[config.mk]
export PLATFORM = sky130hd
export DESIGN_NAME = alu_arbiter
export DESIGN_NICKNAME = d
export VERILOG_FILES = /design/src/rtl/alu_pkg.sv /design/src/rtl/alu.sv /design/src/rtl/alu_arbiter.sv
export SDC_FILE = /design/constraint.sdc
export NUM_CORES = 1
export LEC_CHECK = 0
export ABC_AREA = 1
export CAP_MARGIN = 20
export CORE_AREA = 3 3 194 196
export CTS_CLUSTER_SIZE = 10
export DETAILED_ROUTE_END_ITERATION = 8
export DIE_AREA = 0 0 197 199
export GPL_TIMING_DRIVEN = 1
export PLACE_DENSITY = 0.65
export SYNTH_ARGS = -nofsm -noshare
export SYNTH_HDL_FRONTEND = slang
export SYNTH_SLANG_ARGS = --single-unit
export TNS_END_PERCENT = 50
[constraint.sdc]
create_clock -name clk -period 3.3 [get_ports clk]
set_input_delay 0.66 -clock clk [delete_from_list [all_inputs] [get_ports clk]]
set_output_delay 0.66 -clock clk [all_outputs]
set_load 0.01 [all_outputs]
[src/rtl/alu_pkg.sv]
// Shared opcodes, FSM state encoding and opcode legality helper for the
// arbitrated execute ALU.
package alu_pkg;

    localparam logic [3:0] ALU_AND    = 4'b0000;
    localparam logic [3:0] ALU_OR     = 4'b0001;
    localparam logic [3:0] ALU_ADD    = 4'b0010;
    localparam logic [3:0] ALU_XOR    = 4'b0011;
    localparam logic [3:0] ALU_SUB    = 4'b0100;
    localparam logic [3:0] ALU_SLT    = 4'b0101;
    localparam logic [3:0] ALU_SLL    = 4'b0110;
    localparam logic [3:0] ALU_SRL    = 4'b0111;
    localparam logic [3:0] ALU_EQ     = 4'b1000;
    localparam logic [3:0] ALU_SRA    = 4'b1001;
    localparam logic [3:0] ALU_NE     = 4'b1010;
    localparam logic [3:0] ALU_OP_MAX = 4'b1010;

    typedef enum logic [1:0] {
        ARB_IDLE = 2'b00,
        ARB_EXEC = 2'b01,
        ARB_RESP = 2'b10
    } arb_state_t;

    function automatic logic op_illegal(input logic [3:0] op);
        return (op > ALU_OP_MAX);
    endfunction

endpackage

[src/rtl/alu.sv]
// Single-cycle combinational execute ALU; undefined opcodes yield zero.
module alu
    import alu_pkg::*;
#(
    parameter int DATA_WIDTH    = 32,
    parameter int OPCODE_LENGTH = 4
) (
    input  logic [DATA_WIDTH-1:0]    SrcA,
    input  logic [DATA_WIDTH-1:0]    SrcB,
    input  logic [OPCODE_LENGTH-1:0] Operation,
    output logic [DATA_WIDTH-1:0]    ALUResult
);

    logic [4:0] shamt;

    // Operation decode; shift amounts come from the low five bits of SrcB only.
    always_comb begin
        shamt     = SrcB[4:0];
        ALUResult = {DATA_WIDTH{1'b0}};
        case (Operation)
            ALU_AND: ALUResult = SrcA & SrcB;
            ALU_OR:  ALUResult = SrcA | SrcB;
            ALU_ADD: ALUResult = SrcA + SrcB;
            ALU_XOR: ALUResult = SrcA ^ SrcB;
            ALU_SUB: ALUResult = SrcA - SrcB;
            ALU_SLT: ALUResult = {{(DATA_WIDTH-1){1'b0}}, ($signed(SrcA) < $signed(SrcB))};
            ALU_SLL: ALUResult = SrcA << shamt;
            ALU_SRL: ALUResult = SrcA >> shamt;
            ALU_EQ:  ALUResult = {{(DATA_WIDTH-1){1'b0}}, (SrcA == SrcB)};
            ALU_SRA: ALUResult = $unsigned($signed(SrcA) >>> shamt);
            ALU_NE:  ALUResult = {{(DATA_WIDTH-1){1'b0}}, (SrcA != SrcB)};
            default: ALUResult = {DATA_WIDTH{1'b0}};
        endcase
    end

endmodule

[src/rtl/alu_arbiter.sv]
// Round-robin sharing of one execute ALU among NUM_REQ requesters with a
// single operation in flight and a held valid/ready response channel.
module alu_arbiter
    import alu_pkg::*;
#(
    parameter int  DATA_WIDTH    = 32,
    parameter int  OPCODE_LENGTH = 4,
    parameter int  NUM_REQ       = 2,
    localparam int ID_W          = (NUM_REQ > 2) ? $clog2(NUM_REQ) : 1
) (
    input  logic                               clk,
    input  logic                               reset,
    input  logic [NUM_REQ-1:0]                 req_valid,
    output logic [NUM_REQ-1:0]                 req_ready,
    input  logic [NUM_REQ*DATA_WIDTH-1:0]      req_src_a,
    input  logic [NUM_REQ*DATA_WIDTH-1:0]      req_src_b,
    input  logic [NUM_REQ*OPCODE_LENGTH-1:0]   req_op,
    output logic                               rsp_valid,
    input  logic                               rsp_ready,
    output logic [DATA_WIDTH-1:0]              rsp_result,
    output logic [ID_W-1:0]                    rsp_id,
    output logic                               rsp_err
);

    arb_state_t                 state_r;
    arb_state_t                 state_next;
    logic [ID_W-1:0]            rr_ptr_r;
    logic [ID_W-1:0]            ptr_next;
    logic [ID_W-1:0]            cand_id;
    logic [ID_W-1:0]            grant_id;
    logic                       grant_found;
    logic                       transfer;
    logic [DATA_WIDTH-1:0]      op_a_r;
    logic [DATA_WIDTH-1:0]      op_b_r;
    logic [OPCODE_LENGTH-1:0]   op_r;
    logic [ID_W-1:0]            id_r;
    logic [DATA_WIDTH-1:0]      alu_result;

    // Round-robin search from rr_ptr; re-evaluated every cycle, never locked.
    always_comb begin
        cand_id     = {ID_W{1'b0}};
        grant_id    = {ID_W{1'b0}};
        grant_found = 1'b0;
        for (int k = 0; k < NUM_REQ; k++) begin
            cand_id = ID_W'((int'(rr_ptr_r) + k) % NUM_REQ);
            if (!grant_found && req_valid[cand_id]) begin
                grant_found = 1'b1;
                grant_id    = cand_id;
            end else begin
                grant_found = grant_found;
            end
        end
        ptr_next  = ID_W'((int'(grant_id) + 1) % NUM_REQ);
        req_ready = {NUM_REQ{1'b0}};
        for (int i = 0; i < NUM_REQ; i++) begin
            req_ready[i] = (state_r == ARB_IDLE) && !reset && grant_found && (grant_id == ID_W'(i));
        end
        transfer = |(req_valid & req_ready);
    end

    // Next-state logic for the IDLE -> EXEC -> RESP -> IDLE sequence.
    always_comb begin
        state_next = state_r;
        case (state_r)
            ARB_IDLE: begin
                if (transfer) state_next = ARB_EXEC;
                else          state_next = ARB_IDLE;
            end
            ARB_EXEC: state_next = ARB_RESP;
            ARB_RESP: begin
                if (rsp_ready) state_next = ARB_IDLE;
                else           state_next = ARB_RESP;
            end
            default:  state_next = ARB_IDLE;
        endcase
    end

    // State register.
    always_ff @(posedge clk or posedge reset) begin
        if (reset) state_r <= ARB_IDLE;
        else       state_r <= state_next;
    end

    // Operand capture, pointer advance and response registers.
    always_ff @(posedge clk or posedge reset) begin
        if (reset) begin
            rr_ptr_r   <= {ID_W{1'b0}};
            op_a_r     <= {DATA_WIDTH{1'b0}};
            op_b_r     <= {DATA_WIDTH{1'b0}};
            op_r       <= {OPCODE_LENGTH{1'b0}};
            id_r       <= {ID_W{1'b0}};
            rsp_valid  <= 1'b0;
            rsp_result <= {DATA_WIDTH{1'b0}};
            rsp_id     <= {ID_W{1'b0}};
            rsp_err    <= 1'b0;
        end else begin
            case (state_r)
                ARB_IDLE: begin
                    if (transfer) begin
                        op_a_r   <= req_src_a[int'(grant_id)*DATA_WIDTH +: DATA_WIDTH];
                        op_b_r   <= req_src_b[int'(grant_id)*DATA_WIDTH +: DATA_WIDTH];
                        op_r     <= req_op[int'(grant_id)*OPCODE_LENGTH +: OPCODE_LENGTH];
                        id_r     <= grant_id;
                        rr_ptr_r <= ptr_next;
                    end
                end
                ARB_EXEC: begin
                    rsp_result <= op_illegal(4'(op_r)) ? {DATA_WIDTH{1'b0}} : alu_result;
                    rsp_id     <= id_r;
                    rsp_err    <= op_illegal(4'(op_r));
                    rsp_valid  <= 1'b1;
                end
                ARB_RESP: begin
                    if (rsp_ready) rsp_valid <= 1'b0;
                end
                default: rsp_valid <= 1'b0;
            endcase
        end
    end

    alu #(
        .DATA_WIDTH    (DATA_WIDTH),
        .OPCODE_LENGTH (OPCODE_LENGTH)
    ) u_alu (
        .SrcA      (op_a_r),
        .SrcB      (op_b_r),
        .Operation (op_r),
        .ALUResult (alu_result)
    );

endmodule
==> reports/results.ini <==
[worst_setup_path]
critPathMaxFanout = 7
crit_chain = inv_1, ha_1, buf_4, nor2_1, nand2_1, nor2_1, nand3_1, nand3_1, nand2_1, nand3_1, nand4_1, nand2_1, nand2_1
crit_path_top_delay_cell = dfrtp_1
cp.arrival_ps = 3380
required_ps = 3600
crit_start = op_b_r[15]$_DFFE_PP0P_
end_kind = register
critPathLaunchType = register
cpPeakStageDelay_ps = 460
critical_path_class = register to register
cp_common_cell = nand2_1
rr_startpoint = op_b_r[15]$_DFFE_PP0P_

[clocking]
post_cts_resized = 0
hold_buffers = 0
htree_levels = 3
cts_tree = done
root_buffer = clkbuf_16
clock_sinks = 107
postCtsSetupBuffers = 0
cts_made_buffers = 9
cts_max_path_buffers = 2
clk_pin_slew_ps = 90
clock_latency_ps = 400

[yosys]
synth_nets = 2790
synth_seq_cells = 107
avgSynthCellArea_um2 = 5.64
seq_area_frac_synth = 0.187
ys_warn_count = 0
synthesis.area_mm2 = 0.0143
netlist_instances = 2538
yosysUniqueCellTypes = 39

[pwr]
p_per_area_mw_per_mm2 = 1180
peakVddDrop_v = 0.000403
leakage_nw = 8.81

[status]
outcome = completed

[place]
gp_congestion = 1.07
port_buffers = 177
hpwl_um = 58600
place_area_mm2 = 0.0169

[sta]
setup_violations = 0
finalClockSkew_ps = 15.2
worstMarginPinSlew_ps = 798
period_minus_slack_ps = 3070
min_period_over_period = 0.931
rsz0062_at_grt = false
final_hold_viol_count = 0
max_freq_mhz = 325
setup_tns_ps = 0
relSlewSlack = 0.468
drv_slew = 0

[routing]
firstDrtPassIters = 6
vias_per_cell = 5.68
drt-wirelength-per-cell_um = 23.1
ant_nets = 0
drt-initial-drc-count = 1923
remaining_drc_errors = 0
vias = 18000
wirelength_um = 73200

[global_route]
antenna_found_initial = 2
grt_pass1_vias = 17000
grt_first_pass_wirelength_um = 107000
grt.busiest_layer = met2
grt_overflow_total = 0
grt_util_met3 = 0.0904
track_usage = 0.366
grtUsageMet1 = 0.500
use_met2 = 0.549
grt_start_max_net_pins = 108

[die]
die_h_um = 199
die_area_mm2 = 0.0392
start_util = 0.395
std_cell_rows = 70
fp.dieW_um = 197
coreArea_mm2 = 0.0363
ios = 178

[layout]
layout_common_cells = nand2_1 (936), nand3_1 (422), inv_1 (285), clkdlybuf4s50_1 (177), nor2_1 (168)
antenna_cells = 0
fin_nets = 2947
final_common_cell = nand2_1
drive_gt1_frac = 0.0530
final_area_mm2 = 0.0172
area_growth_pct = 20.3

[hold_path]
holdCritStartpoint = rsp_result[14]$_DFFE_PP0P_
hold_class = register to register

[job]
cap_violations = 0

## final timing paths
| kind | end | slack [ps] | cells past startpoint |
|---|---|---|---|
| worst max-delay path | rsp_result[21]$_DFFE_PP0P_ | 230 | 13 |
| worst max register to register | rsp_result[21]$_DFFE_PP0P_ | 230 | 13 |
| max in group asynchronous | op_b_r[1]$_DFFE_PP0P_ | 1880 | 3 |
| worst min-delay path | rsp_result[14]$_DFFE_PP0P_ | 490 | 2 |
| worst min register to register | rsp_result[14]$_DFFE_PP0P_ | 490 | 2 |
| min in group asynchronous | state_r[1]$_DFF_PP0_ | 790 | 3 |
## sequential cells by signal (all words and copies together), names as in the netlist, 2 cells and up
name,cells
op_a_r,32
state_r,2
op_r,4
rsp_result,32
op_b_r,32
## through the flow
step / power [W] / instances / setup WS (ps) / hold WS (ps) / utilization
floorplan: 0.0123 / 2538 / 828 / 487 / -
global placement: 0.0186 / 3152 / 298 / 464 / 0.466
detailed placement: 0.0186 / 3152 / 385 / 464 / 0.466
CTS: 0.0198 / 3168 / 359 / 488 / 0.475
global route: 0.0218 / 3168 / 184 / 514 / 0.475
finish: 0.0203 / 3168 / 226 / 488 / 0.475
## kinds of logic (layout without fill, tap and decap cells)
family / after synthesis / after routing / synth area share
AOI/OAI and AO/OA: 282 / 282 / 0.120
xor gates and xnor gates: 2 / 2 / 0.00122
adders and majority gates: 111 / 111 / 0.0981
buffers and inverters: 419 / 581 / 0.116
DFF: 107 / 107 / 0.187
and+or+nand+nor: 1617 / 1617 / 0.477
## layout make-up
class / count / area [µm²]
repair buffers: 267 / 2520
fillers: 3947 / 19000
clock buffers: 9 / 225
multi-input cells: 2012 / 9990
inverters: 298 / 1120
clock inverters: 7 / 86.3
flip-flops and latches: 107 / 2680
well taps: 468 / 586
## power by group
group / total, W / leakage (nW) / switching (W) / internal [W]
clock network: 0.00121 / 0.151 / 0.000663 / 0.000547
registers: 0.00244 / 1.35 / 0.000584 / 0.00185
logic: 0.0167 / 7.31 / 0.0116 / 0.00504
## worst max-delay path, delay by kind of cell, from the launching register on
kind / cells / cell delay (ps)
adders and majority gates: 1 / 440
DFF: 1 / 460
buffers and inverters: 2 / 370
and+or+nand+nor: 10 / 1710
## cell usage after synthesis
library cell	instances	area, µm²
nand2_1	936	3510
nand3_1	422	2110
inv_1	286	1070
nor2_1	171	642
ha_1	109	1360
dfrtp_1	107	2680
o211ai_1	85	638
a21oi_1	80	400
o21ai_0	63	315
buf_2	55	275
clkbuf_1	50	188
nand4_1	26	163
o22ai_1	18	113
nor3_1	17	85.1
o21bai_1	17	128
and2_1	14	87.6
inv_2	12	45.0
buf_1	10	37.5
or2_2	7	43.8
nand3b_1	6	45.0
o21ai_1	6	30.0
buf_4	5	37.5
o21a_1	5	37.5
nor2_2	4	25.0
nor2_4	4	45.0
a211oi_1	3	22.5
nand2_2	3	18.8
and3_1	2	12.5
fa_1	2	40.0
nor4_1	2	12.5
o221ai_1	2	17.5
xor2_1	2	17.5
a21boi_0	1	7.51
a31oi_1	1	6.26
clkbuf_2	1	5.00
nand2b_1	1	6.26
nor3_2	1	10.0
nor3b_1	1	7.51
o2111ai_1	1	8.76
## layer usage
metal | vias up | wire length (µm)
met3 | 164 | 6990
met1 | 8425 | 31800
li1 | 8509 | -
met4 | 4 | 3470
met2 | 898 | 30900
met5 | - | 68
Power figures use the tool's default switching activity.
